`src/rtl/bps_dispatch.sv`:
```
// Round-robin dispatcher that shares one BP-S master among NREQ requesters.
// It grants one job, issues it to the master, tracks the ack/run handshake and reports completion.
module bps_dispatch #(
  parameter int NREQ   = 4,
  parameter int ITER_W = 8
) (
  input  logic                   clk,
  input  logic                   rst,
  input  logic [NREQ-1:0]        req_valid,
  input  logic [NREQ-1:0]        req_kind,
  input  logic [3*NREQ-1:0]      req_instr,
  input  logic [ITER_W*NREQ-1:0] req_iter,
  output logic [NREQ-1:0]        req_ready,
  output logic [NREQ-1:0]        done,
  output logic                   busy,
  output logic                   err,
  output logic [15:0]            job_count,
  output logic                   m_start,
  output logic [2:0]             m_instruction,
  output logic [ITER_W-1:0]      m_iterations,
  input  logic                   m_stall
);

  localparam int PTR_W = (NREQ > 1) ? $clog2(NREQ) : 1;

  typedef enum logic [2:0] {IDLE, ISSUE, ACK, RUN, DONE} state_t;

  state_t              state_q, state_d;
  logic [PTR_W-1:0]    ptr_q, ptr_d;
  logic [PTR_W-1:0]    owner_q, owner_d;
  logic                kind_q, kind_d;
  logic [2:0]          instr_q, instr_d;
  logic [ITER_W-1:0]   iter_q, iter_d;
  logic                ack_miss_q, ack_miss_d;
  logic                err_q, err_d;
  logic [15:0]         count_q, count_d;

  logic [2:0]          instr_arr [NREQ];
  logic [ITER_W-1:0]   iter_arr  [NREQ];
  logic                found;
  logic [PTR_W-1:0]    winner;

  always_comb begin
    for (int i = 0; i < NREQ; i++) begin
      instr_arr[i] = req_instr[3*i +: 3];
      iter_arr[i]  = req_iter[ITER_W*i +: ITER_W];
    end
  end

  // First valid requester at or after the pointer, wrapping around.
  always_comb begin : arb
    int idx;
    logic [PTR_W-1:0] idx_c;
    found  = 1'b0;
    winner = '0;
    idx    = 0;
    idx_c  = '0;
    for (int i = 0; i < NREQ; i++) begin
      idx = int'(ptr_q) + i;
      if (idx >= NREQ) idx = idx - NREQ;
      idx_c = PTR_W'(idx);
      if (!found && req_valid[idx_c]) begin
        found  = 1'b1;
        winner = idx_c;
      end
    end
  end

  always_comb begin
    state_d       = state_q;
    ptr_d         = ptr_q;
    owner_d       = owner_q;
    kind_d        = kind_q;
    instr_d       = instr_q;
    iter_d        = iter_q;
    ack_miss_d    = ack_miss_q;
    err_d         = err_q;
    count_d       = count_q;
    req_ready     = '0;
    done          = '0;
    m_start       = 1'b0;
    m_instruction = 3'b000;
    case (state_q)
      IDLE: begin
        if (found && !m_stall && !rst) begin
          req_ready[winner] = 1'b1;
          owner_d = winner;
          kind_d  = req_kind[winner];
          instr_d = instr_arr[winner];
          // A zero iteration count would wrap the master's down-counter.
          iter_d  = (req_kind[winner] && iter_arr[winner] == '0) ? ITER_W'(1) : iter_arr[winner];
          ptr_d   = (int'(winner) == NREQ - 1) ? '0 : winner + 1'b1;
          state_d = (!req_kind[winner] && instr_arr[winner] == 3'b000) ? DONE : ISSUE;
        end
      end
      ISSUE: begin
        m_start       = kind_q;
        m_instruction = kind_q ? 3'b000 : instr_q;
        ack_miss_d    = 1'b0;
        state_d       = ACK;
      end
      ACK: begin
        if (m_stall) begin
          state_d = RUN;
        end else if (ack_miss_q) begin
          err_d   = 1'b1;
          state_d = DONE;
        end else begin
          ack_miss_d = 1'b1;
        end
      end
      RUN: begin
        if (!m_stall) state_d = DONE;
      end
      DONE: begin
        done[owner_q] = 1'b1;
        if (count_q != 16'hFFFF) count_d = count_q + 16'd1;
        state_d = IDLE;
      end
      default: state_d = IDLE;
    endcase
  end

  always_ff @(posedge clk or posedge rst) begin
    if (rst) begin
      state_q    <= IDLE;
      ptr_q      <= '0;
      owner_q    <= '0;
      kind_q     <= 1'b0;
      instr_q    <= 3'b000;
      iter_q     <= '0;
      ack_miss_q <= 1'b0;
      err_q      <= 1'b0;
      count_q    <= 16'd0;
    end else begin
      state_q    <= state_d;
      ptr_q      <= ptr_d;
      owner_q    <= owner_d;
      kind_q     <= kind_d;
      instr_q    <= instr_d;
      iter_q     <= iter_d;
      ack_miss_q <= ack_miss_d;
      err_q      <= err_d;
      count_q    <= count_d;
    end
  end

  assign busy         = (state_q != IDLE);
  assign err          = err_q;
  assign job_count    = count_q;
  assign m_iterations = iter_q;

endmodule
```
`config.mk`:
```
export PLATFORM = sky130hd
export DESIGN_NAME = bps_dispatch
export DESIGN_NICKNAME = d
export VERILOG_FILES = /design/src/rtl/bps_dispatch.sv
export SDC_FILE = /design/constraint.sdc
export NUM_CORES = 1
export LEC_CHECK = 0
export BUFFER_PORTS_ARGS = -buffer_cell sky130_fd_sc_hd__buf_2
export CAP_MARGIN = 40
export CORE_ASPECT_RATIO = 0.8
export CORE_MARGIN = 3
export CORE_UTILIZATION = 52
export DETAILED_ROUTE_END_ITERATION = 8
export GPL_TIMING_DRIVEN = 0
export HOLD_SLACK_MARGIN = 0.06
export PLACE_DENSITY = 0.95
export SKIP_CTS_REPAIR_TIMING = 1
export SLEW_MARGIN = 20
export SYNTH_ARGS = -nofsm -noshare
export SYNTH_HDL_FRONTEND = slang
export SYNTH_SLANG_ARGS = --single-unit
```
`constraint.sdc`:
```
create_clock -name clk -period 4.5 [get_ports clk]
set_input_delay 0 -clock clk [delete_from_list [all_inputs] [get_ports clk]]
set_output_delay 0 -clock clk [all_outputs]
set_load 0.03 [all_outputs]
```
==> out/summary.md, run 1 <==
The die covers 0.00506 mm^2. The startpoint identified for the worst hold timing path is m_stall. Setup repair after global routing left no endpoint under its margin.

The share of post-route cells with drive strength above 1 came out at 36.0%. The maximum level of the CTS H-tree was 2; the biggest fanout along the worst timing path was 6. The multi-input combinational cells in the finished layout cover a total of 0.00119 mm^2. The floorplan step defined a core boundary enclosing 0.00393 mm^2. Derived from the worst setup path, the maximum achievable clock frequency is 412 MHz.

The path class of the tightest hold or removal check is input pin to register. For the worst setup path, the data required time is 4.70 ns. The run gives 37 as the clock net sink count. The die height works out to 64.2 um. For hold timing, the worst endpoint is state_q[0]$_DFFE_PP0P_. Share of the synthesized area in compound gates (AO/OA/AOI/OAI): 10.7%. Sequential cells were found to cover 42.0% of the synthesized design area. Clock-pin slew was measured on the worst setup and hold paths at 0.07 ns. The final count of pins violating max slew was 0; the final sum of negative setup slack was 0 ns.

For the pin with the worst max-slew slack, the measured transition is 0.804 ns. The final layout contains routed wiring with a total length of 5340 um. Summing every instance area after synthesis gives 0.00220 mm^2. The distinct cell type count of the synthesized netlist was 37. The most common cell after layout, fill and taps aside is sky130_fd_sc_hd__buf_2. Clock skew on the completed layout was measured at 0.00573 ns. The root cell of the clock tree was sky130_fd_sc_hd__clkbuf_8.

TritonCTS built the clock tree. In the synthesized netlist, the number of instances is 226. In this run, synthesis produced a sequential element count of 37. Relative contribution of the clock network to total power: 15.3%. The largest stage delay on the critical path was 0.49 ns; the final RePlAce weighted congestion was 0.821. For the number of clock buffers inserted by TritonCTS, the log shows 5. The detailed router placed 2001 vias in this run. The tools report the effective utilization at floorplan as 56.1%. The average instance area after synthesis works out to 9.75 um^2.

The met3 track utilization from global routing was 5.63%; the standard-cell row count was 20. The time the final worst path needs with I/O delays and setup was 2.42 ns. For the via count of the first global-routing pass, the log shows 1840. The detail route stage leaves a number of antenna-violating nets equal to 0.

Summing the areas of all xor and xnor instances in the mapped netlist gives 5.96% of the synthesized area. Detailed placement finished with a half-perimeter wire length of 4160 um. The DRC violation count after routing was 0. Traced cell by cell, the critical path runs through mux2i_1 -> nor2_1 -> a311oi_4 -> mux2i_1 -> mux2_2 -> nand2_1 -> or3_1 -> o31ai_2.

Largest net degree at the start of global routing: 38. For the final worst-path setup slack, the log shows 2.08 ns. The via density per instance was 5.22. Of the total power, the share spent switching nets is 43.8%. The switching component of the power is 636 uW, and the number of DRC violations after detailed-routing iteration 0 is 133. During I/O placement, the number of pins put on the boundary was 93. The warning count from the yosys run was 0. STA puts the critical path data arrival time at 2.63 ns. The run finished with clean final reports. The tools report the total track usage as 22.1%. After global routing the overflow that remains totals 0.

The internal portion of the total power is 815 uW. In this run the tool buffered the top-level ports with 92 buffer cells. The share of total power dissipated in sequential elements is 36.0%.

The worst hold path passes through 3 cells. Cell type group with the largest total delay on the critical path: multiplexers. Sorting the synthesized cells by area gives the leading types as sky130_fd_sc_hd__dfrtp_1, sky130_fd_sc_hd__mux2i_1, sky130_fd_sc_hd__nand2_1.

The analysis attributes to cell leakage a power of 1.46 nW. In the layout the commonest cells are sky130_fd_sc_hd__buf_2, sky130_fd_sc_hd__dfrtp_1, sky130_fd_sc_hd__nand2_1. Of the total synthesized cell area, the portion taken by AND, OR, NAND and NOR gates is 18.8%. The critical path is of the register to register type. The run gives 311 as the count of fill cells added during filler insertion.

The global routing stage identified its most utilized layer as met2. The final worst-path cycle share works out to 53.9%. The reg-to-reg startpoint is ptr_q[1]$_DFFE_PP0P_. Of the total synthesized cell area, the portion taken by full adders, half adders and majority gates is 2.84%. The area share of the largest cell type after synthesis works out to 42.0%. For the wire length of the first global-routing pass, the log shows 8670 um. The worst pin sits at a relative slew slack of 46.0%. OpenSTA, run right after detailed placement, puts the worst setup slack at 2.07 ns. The setup slack on the worst flop-to-flop path was 2.08 ns; the logic depth of the worst setup path including buffers was 8.

The tools report the reg-to-reg endpoint as m_iterations[0]$_DFFE_PP0P_. Buffer and inverter count on the worst path: 0. The finished layout holds 383 standard cells, fillers aside. The layout overhead on the synthesized area works out to 29.1%.

Setup violations remaining at the end of the flow were counted as 0. The fraction of synthesized area in multiplexers is 15.7%, and the maximum resistive drop on vdd is 0.306 mV. In this run the power density over the cells is 510 mW/mm^2. Max-cap violations in this run came to 0. The chip width is 78.8 um, and the total placed cells including tap cells is 373.

The logs give 0 for the initial antenna violation count and 0 for the number of antenna repair diodes. The first TritonRoute pass finished after 4 iterations. Of all cell types, the one taking the most synthesized area is sky130_fd_sc_hd__dfrtp_1. The final hold violation count is 0.

For this run, global-route usage on met2 was measured as 35.7%. Combinational family with the most area after synthesis: simple AND/OR/NAND/NOR gates. Among the stages of the critical path, the cell type that occurs most often is sky130_fd_sc_hd__mux2i_1. The tools report the kind of end point of the critical path as a register. Registers take 926 um^2.

The worst setup path is launched from a register. In the global route stage, met1 resource usage came out at 29.7%. The combinational fraction of design power is 48.6%, and the buffer levels on the longest clock path is 2. The mean routed wirelength per cell works out to 13.9 um. In the final design database the tool counted 387 nets. Among all stages on the critical path, the largest delay is contributed by sky130_fd_sc_hd__dfrtp_1.

The clock reaches the later pin of the worst-skew pair after 0.29 ns. Counting every net in the synthesized netlist gives 286. The worst register-to-register path has a depth of 8.
[worst max path at each step]
stage | start | endpoint
3_3_place_gp | ptr_q[1]$_DFFE_PP0P_ | m_iterations[0]$_DFFE_PP0P_
4_1_cts | ptr_q[1]$_DFFE_PP0P_ | m_iterations[0]$_DFFE_PP0P_
6_report | ptr_q[1]$_DFFE_PP0P_ | m_iterations[0]$_DFFE_PP0P_
2_1_floorplan | ptr_q[1]$_DFFE_PP0P_ | m_iterations[0]$_DFFE_PP0P_
5_1_grt | ptr_q[1]$_DFFE_PP0P_ | m_iterations[0]$_DFFE_PP0P_
3_5_place_dp | ptr_q[1]$_DFFE_PP0P_ | m_iterations[0]$_DFFE_PP0P_
[sequential cells by signal, indices dropped and copies added, names as in the netlist]
register      count
err               1
instr_q           3
state_q           3
m_iterations      8
kind_q            1
owner_q           2
ptr_q             2
ack_miss_q        1
job_count        16
[stage by stage]
step | power (mW) | util, % | hold slack (ns) | cell area, um^2
finish | 1.45 | 72.5 | 0.0635 | 2850
global route | 1.56 | 72.5 | 0.0733 | 2850
CTS | 1.45 | 71.7 | -0.127 | 2820
detailed placement | 1.23 | 69.6 | 0.189 | 2730
global placement | 1.20 | 69.6 | 0.328 | 2730
floorplan | 1.04 | - | 0.175 | 2200
[cell type report]
| type | count | share of cell area [%] |
|---|---|---|
| timing repair buffer | 94 | 17.2 |
| clock buffer | 6 | 2.55 |
| sequential | 37 | 32.5 |
| buffer | 9 | 2.29 |
| multi-input combinational | 174 | 41.8 |
| clock inverter | 2 | 0.352 |
| tap | 55 | 2.42 |
| inverter | 6 | 0.791 |
[power by group through the flow]
stage | Clock, mW | Sequential [mW] | Combinational, mW
after global routing | 0.247 | 0.537 | 0.772
after CTS | 0.229 | 0.521 | 0.705
final | 0.223 | 0.523 | 0.705
after global placement | 0 | 0.518 | 0.681
after floorplan | 0 | 0.613 | 0.422
after detailed placement | 0 | 0.526 | 0.702
[layer usage]
layer / vias to the layer above / part of all wire, % / wire length, um
li1: 995 / - / -
met4: 0 / 0.71 / 38
met2: 76 / 48 / 2560
met1: 926 / 44 / 2360
met5: - / 0 / 0
met3: 4 / 7.2 / 382
[Yosys cell counts (all sizes together)]
cell,count
a22oi,1
mux2i,20
or3,3
o21ai,23
o31a,1
and4,1
a311oi,1
mux2,13
inv,6
and3,2
nor4,2
nor2b,1
o31ai,1
o2bb2a,1
clkbuf,4
a31o,1
nand4,5
nand2b,3
ha,5
nor4b,1
nor3,4
xnor2,9
dfrtp,37
a211oi,1
or4,1
xor2,6
nor3b,3
nor2,12
a21oi,6
nand2,35
buf,5
and2,8
nand3,4
[worst reg2reg max path, cell delays in order, from the launching register on]
cell and delay, ns:
sky130_fd_sc_hd__dfrtp_1 0.49, sky130_fd_sc_hd__mux2i_1 0.22, sky130_fd_sc_hd__nor2_1 0.08, sky130_fd_sc_hd__a311oi_4 0.49
sky130_fd_sc_hd__mux2i_1 0.27, sky130_fd_sc_hd__mux2_2 0.19, sky130_fd_sc_hd__nand2_1 0.06, sky130_fd_sc_hd__or3_1 0.34
sky130_fd_sc_hd__o31ai_2 0.19
[kinds of logic (layout without fill, tap and decap cells)]
family / count (synthesis) / in the layout
AND/OR/NAND/NOR: 85 / 85
flip-flops: 37 / 37
AO/OA/AOI/OAI: 36 / 36
multiplexers: 33 / 33
XOR/XNOR: 15 / 15
buffers and inverters: 15 / 117
adder cells (fa/ha/maj): 5 / 5
No activity file was read; power rests on OpenSTA's default activity.
==> inputs of run 2 (changes only) <==
Settings changed: CORE_UTILIZATION 52 to 48, PLACE_DENSITY 0.95 to 0.92.
Clock period 4.5 ns to 2.49 ns, I/O delays scaled along.
==> out/summary.md, run 2 (synthesized netlist as in run 1, its figures left out) <==
The run finished with clean final reports. Measured along the x axis, the die boundary spans 81.8 um. In this run the deepest clock path goes through 2 buffers. The routed design has 5600 um of wire. The clock reaches the later pin of the worst-skew pair after 0.29 ns.

The library cell used most frequently in the layout, excluding fill and tap cells, is sky130_fd_sc_hd__buf_2. The worst slew margin relative to its limit is 62.5%, and the share of post-route cells with drive strength above 1 is 36.7%. The run gives 93 as the boundary pin count. CTS saw 37 sinks. The overall power consumption was 2.76 mW.

For this design, the slowest cell found on the critical path is sky130_fd_sc_hd__or4_1. The tightest min-delay check is of the input pin to register type. Once the floorplan was initialized, standard cells occupied 51.2% of the core. The layout overhead on the synthesized area was 31.3%; the via count of the first global-routing pass was 2012. For this run, the total global-route usage over all layers was measured as 21.3%. The run gives 0 as the remaining antenna violation count.

The worst setup path is captured at an output pin. For the final hold violation count, the log shows 0. The area of the die came out at 0.00545 mm^2. For this run, global-route usage on met1 was measured as 26.6%.

Based on the critical path, the design can be clocked at up to 422 MHz. After layout, the worst path uses 95.3% of the clock period. The maximum resistive drop on vdd was 0.690 mV; the power density over the cells was 955 mW/mm^2. Counting both buffers and inverters, the worst setup path holds a total of 2.

The worst-case hold slack was 0.0537 ns; the number of DRC violations after detailed-routing iteration 0 was 111. The run gives 0 ns as the final sum of negative setup slack. The first detailed-routing pass took 4 iterations.

The wire length of the first global-routing pass was 8880 um. For this run, global-route usage on met3 was measured as 5.14%. In the final design database the tool counted 389 nets. The core region is 0.00431 mm^2.

After detailed placement, the design holds a cell count of 376. Measured along the y axis, the die boundary spans 66.6 um. Broken down by cell family, the worst path's largest delay share belongs to simple AND/OR/NAND/NOR gates.

The quantity of I/O buffers inserted on ports came out at 92. TritonCTS built the clock tree. The logs give 2.49 ns for the required time of the worst setup path and 2.37 ns for the signal arrival time at the worst endpoint. Clock-pin slew reported for the worst setup and hold paths after clock tree synthesis: 0.08 ns. In the layout the commonest cells are sky130_fd_sc_hd__buf_2, sky130_fd_sc_hd__dfrtp_1, sky130_fd_sc_hd__nand2_1. The critical path goes through or4_1 -> nor3_1 -> clkbuf_2 -> and2_1 -> buf_2. Timing analysis after detailed placement gives a worst setup slack of 0.101 ns. Dividing the detail-routed via count by the number of cells gives 5.31.

At the end of routability-driven placement, the weighted congestion stood at 0.811. CTS built an H-tree with a depth of 2. The repair_antennas step left the layout with diodes totalling 0. Critical path startpoint category: a register. The run gives 30 as the largest net degree at the start of global routing. After detailed placement, the total cell area comes to 0.00276 mm^2. The initial antenna violation count was 0.

The run gives 1.48 nW as the leakage power summed over all cells. After floorplanning, the core was divided into 21 placement rows. The total global routing overflow was 0; the count of fill cells added during filler insertion was 372. The time the final worst path needs with I/O delays and setup came out at 2.37 ns.

Setup repair after global routing left no endpoint under its margin. By startpoint and endpoint, the worst setup path is classified as register to output pin. The cell sitting at the root of the clock tree is a sky130_fd_sc_hd__clkbuf_8. Once layout is complete, the utilization of the core stands at 67.2%.

For the pin with the worst max-slew slack, the measured transition is 0.558 ns. Via total after detailed routing: 2055. Final HPWL from detailed placement: 4380 um. Global routing consumed, on the met2 layer, 35.6% of the routing resources. The flip-flop count of the largest register, all copies and words added is 16.

Setup violations remaining at the end of the flow were counted as 0. The tools report the number of clock buffers inserted by TritonCTS as 5. The finished cells cover 0.00289 mm^2.

Dividing the detail-routed wire length by the instance count gives 14.5 um. Across the run, the number of max-cap violations was 0. The biggest fanout along the worst timing path is 7, and the post-layout instance count excluding filler cells is 387. For the worst clock skew on the final layout, the log shows 0.0131 ns. For this run, design rule violations remaining after detail routing come to 0.

For this run, the slowest stage of the critical path takes 0.61 ns. The run gives 0 as the final count of pins violating max slew. After global routing, the most crowded layer is met2. The tools report the final worst-path setup slack as 0.118 ns.
==> run 2: changes by cell type in the layout (fill, tap and decap cells not counted), sizes merged <==
cell,before,now
clkinvlp,0,1
buf,98,99
clkinv,2,1
bufinv,0,1
==> run 2: worst reg2reg max path, cell delays in order (launching register included) <==
cell,delay (ns)
sky130_fd_sc_hd__dfrtp_1,0.50
sky130_fd_sc_hd__mux2i_1,0.24
sky130_fd_sc_hd__nor2_1,0.09
sky130_fd_sc_hd__a311oi_4,0.19
sky130_fd_sc_hd__buf_4,0.20
sky130_fd_sc_hd__mux2_2,0.38
sky130_fd_sc_hd__or3_1,0.39
sky130_fd_sc_hd__o31ai_2,0.18
==> run 2: metal layers <==
layer | part of all wire (%) | vias up
li1 | - | 994
met1 | 44 | 976
met2 | 48 | 72
met3 | 6.1 | 13
met4 | 2.2 | 0
met5 | 0 | -
==> run 2: worst paths after layout <==
| kind | startpoint | to | slack (ns) | cells after the start |
|---|---|---|---|---|
| worst max-delay path | state_q[0]$_DFFE_PP0P_ | req_ready[3] | 0.12 | 5 |
| worst min-delay path | m_stall | state_q[0]$_DFFE_PP0P_ | 0.05 | 3 |
| worst max register to register | ptr_q[1]$_DFFE_PP0P_ | m_iterations[0]$_DFFE_PP0P_ | 0.24 | 7 |
| worst min register to register | err$_DFFE_PP0P_ | err$_DFFE_PP0P_ | 0.47 | 1 |
| max in group asynchronous | rst | job_count[2]$_DFFE_PP0P_ | 1.90 | 4 |
| min in group asynchronous | rst | err$_DFFE_PP0P_ | 0.17 | 3 |
==> run 2: power by group <==
part           total (mW)  internal (mW)  switching, mW  leakage [nW]
Combinational        1.30          0.505          0.791         0.954
Clock               0.523          0.300          0.224        0.0543
Sequential          0.945          0.784          0.161         0.474
Total                2.76           1.59           1.18          1.48
==> run 2: cell type report <==
type                       count  area (um^2)  area share (%)
buffer                         9         65.1            2.25
clock inverter                 3         46.3            1.60
clock buffer                   5         68.8            2.38
inverter                       6         22.5           0.778
sequential                    37          926            32.0
tap                           57         71.3            2.46
timing repair buffer          96          503            17.4
multi-input combinational    174         1190            41.2
==> inputs of run 3 (changes only) <==
Settings changed: CORE_UTILIZATION 48 to 50, CTS_BUF_LIST set to sky130_fd_sc_hd__clkbuf_8, PLACE_DENSITY 0.92 to 0.95.
==> out/summary.md, run 3 (synthesized netlist as in run 1, its figures left out) <==
From left edge to right edge, the die measures 80.2 um. Final HPWL from detailed placement: 4180 um. The worst-skew pair later-pin latency was 0.29 ns; the mean routed wirelength per cell was 14.0 um. Initial antenna violation count: 0. The time the final worst path needs with I/O delays and setup is 2.31 ns. The quantity of I/O buffers inserted on ports works out to 92. Number of DRC violations after detailed-routing iteration 0: 110. The tools report the boundary pin count as 93. The pre-antenna-repair detailed-routing pass consisted of 4 iterations.

The number of max-cap violations was 0. For this run, the post-layout net count is 388. The remaining antenna violation count came out at 0.

The final worst-path cycle share works out to 92.8%. The cell type group with the largest total delay on the critical path is simple AND/OR/NAND/NOR gates. Most common cell after layout, fill and taps aside: sky130_fd_sc_hd__buf_2. In this run the worst hold path is classified as input pin to register. Counting the fill cells in the layout gives 322. In the final layout, the multi-input gates occupy 0.00120 mm^2. Once layout is complete, the utilization of the core stands at 72.3%. TritonCTS built the clock tree. By startpoint and endpoint, the worst setup path is classified as register to register. The total track usage is 21.4%, and the leakage power summed over all cells is 1.49 nW. The share of post-route cells with drive strength above 1 came out at 36.5%. After detailed routing, the total wire length is 5370 um. Static timing analysis puts the maximum clock frequency at 433 MHz. After detailed routing, the number of vias per cell comes to 5.28. In this run, CTS created clock tree buffers numbering 5.

Among all stages on the critical path, the largest delay is contributed by sky130_fd_sc_hd__dfrtp_1. The worst slew margin relative to its limit is 68.1%. The run gives 0.00400 mm^2 as the standard cell core area. The routed layout has 2029 vias. The H-tree was split into 2 levels. The biggest fanout along the worst timing path was 6. 0 antenna diodes ended up in the layout. The critical path startpoint category was a register. The signal on the critical path passes through nand2b_1 -> a21oi_1 -> a311oi_4 -> buf_4 -> mux2i_1 -> mux2_2 -> nand2_1 -> or3_1 -> o31ai_2.

The final count of negative-setup-slack endpoints is 0, and the clock-pin slew reported for the worst setup and hold paths after clock tree synthesis is 0.07 ns. The initialized floorplan defines 20 standard-cell rows. The die height came out at 65.4 um.

The setup slack on the worst flop-to-flop path is 0.18 ns, and the worst clock skew on the final layout is 0.00343 ns. Routability-driven placement finished with a final weighted congestion of 0.842. The root buffer cell chosen for the clock tree is sky130_fd_sc_hd__clkbuf_8. Clock tree synthesis found a total of 37 sinks.

For the area of the die, the log shows 0.00525 mm^2. The total overflow left after global routing is 0. The largest net degree at the start of global routing was 38. The register with the most flip-flops in the layout has 16 of them. The final count of pins violating max slew was 0.

The wire length of the first global-routing pass came out at 8600 um. In the layout the commonest cells are sky130_fd_sc_hd__buf_2, sky130_fd_sc_hd__dfrtp_1, sky130_fd_sc_hd__nand2_1. Counting along the longest clock path gives a buffer depth of 2.

The logs give 0 ns for the final sum of negative setup slack and 1886 for the via count of the first global-routing pass. The tools report the sequential standard cell area as 926 um^2. The slew at the pin closest to its max-slew limit was 0.476 ns. Data on the critical path is required at its endpoint by 2.70 ns.

The layout overhead on the synthesized area was 31.2%; the power density over the cells was 962 mW/mm^2. On the worst path, the slowest cell contributes a delay of 0.51 ns. The DRC violation count after routing came out at 0.

For the maximum resistive drop on vdd, the log shows 0.618 mV. Once the floorplan was initialized, standard cells occupied 55.1% of the core. Setup repair after global routing left no endpoint under its margin. The worst setup path is captured at a register. For the worst setup path, the data arrival time is 2.52 ns. The final hold violation count was 0; the buffer and inverter count on the worst path was 1. The run finished with clean final reports.
run 3: per-layer routing:
| layer | vias to the layer above | track usage, % | routed length (um) |
|---|---|---|---|
| met1 | 950 | 27.2 | 2360 |
| met4 | 0 | 6.12 | 66 |
| met5 | - | 0 | 0 |
| met2 | 80 | 35.7 | 2540 |
| li1 | 987 | - | - |
| met3 | 12 | 5.75 | 407 |
run 3: path summary, 6_finish.rpt:
check | from | to | cells after the start
worst min-delay path | m_stall | state_q[0]$_DFFE_PP0P_ | 3
min in group asynchronous | rst | err$_DFFE_PP0P_ | 3
max in group asynchronous | rst | m_iterations[6]$_DFFE_PP0P_ | 4
worst max-delay path | ptr_q[1]$_DFFE_PP0P_ | m_iterations[0]$_DFFE_PP0P_ | 9
worst max register to register | ptr_q[1]$_DFFE_PP0P_ | m_iterations[0]$_DFFE_PP0P_ | 9
worst min register to register | err$_DFFE_PP0P_ | err$_DFFE_PP0P_ | 1
run 3: report_power, final:
group	leakage [nW]	internal (mW)	switching (mW)
Clock	0.0626	0.322	0.213
Combinational	0.951	0.505	0.791
Sequential	0.474	0.784	0.167
run 3: final cells by class:
| class | count | area share (%) |
|---|---|---|
| inverters | 6 | 0.779 |
| multi-input cells | 174 | 41.3 |
| clock inverters | 2 | 1.17 |
| repair buffers | 95 | 17.2 |
| flip-flops and latches | 37 | 32.0 |
| well taps | 55 | 2.38 |
| plain buffers | 9 | 2.25 |
| clock buffers | 6 | 2.85 |
run 3: tightest hold or removal path, stage by stage:
cell                      delay (ns)
sky130_fd_sc_hd__buf_2          0.12
sky130_fd_sc_hd__a22oi_1        0.10
sky130_fd_sc_hd__nor2_1         0.10
run 3: metrics by stage:
stage,cells,setup WS [ns],area [um^2],power [mW],hold WS [ns]
after floorplan,226,0.342,2200,1.87,0.175
after global placement,373,0.186,2730,2.17,0.326
after detailed placement,373,0.0596,2730,2.23,0.187
after CTS,381,0.0285,2850,2.77,-0.134
after global routing,384,0.0156,2890,2.97,0.0855
final,384,0.179,2890,2.78,0.0728
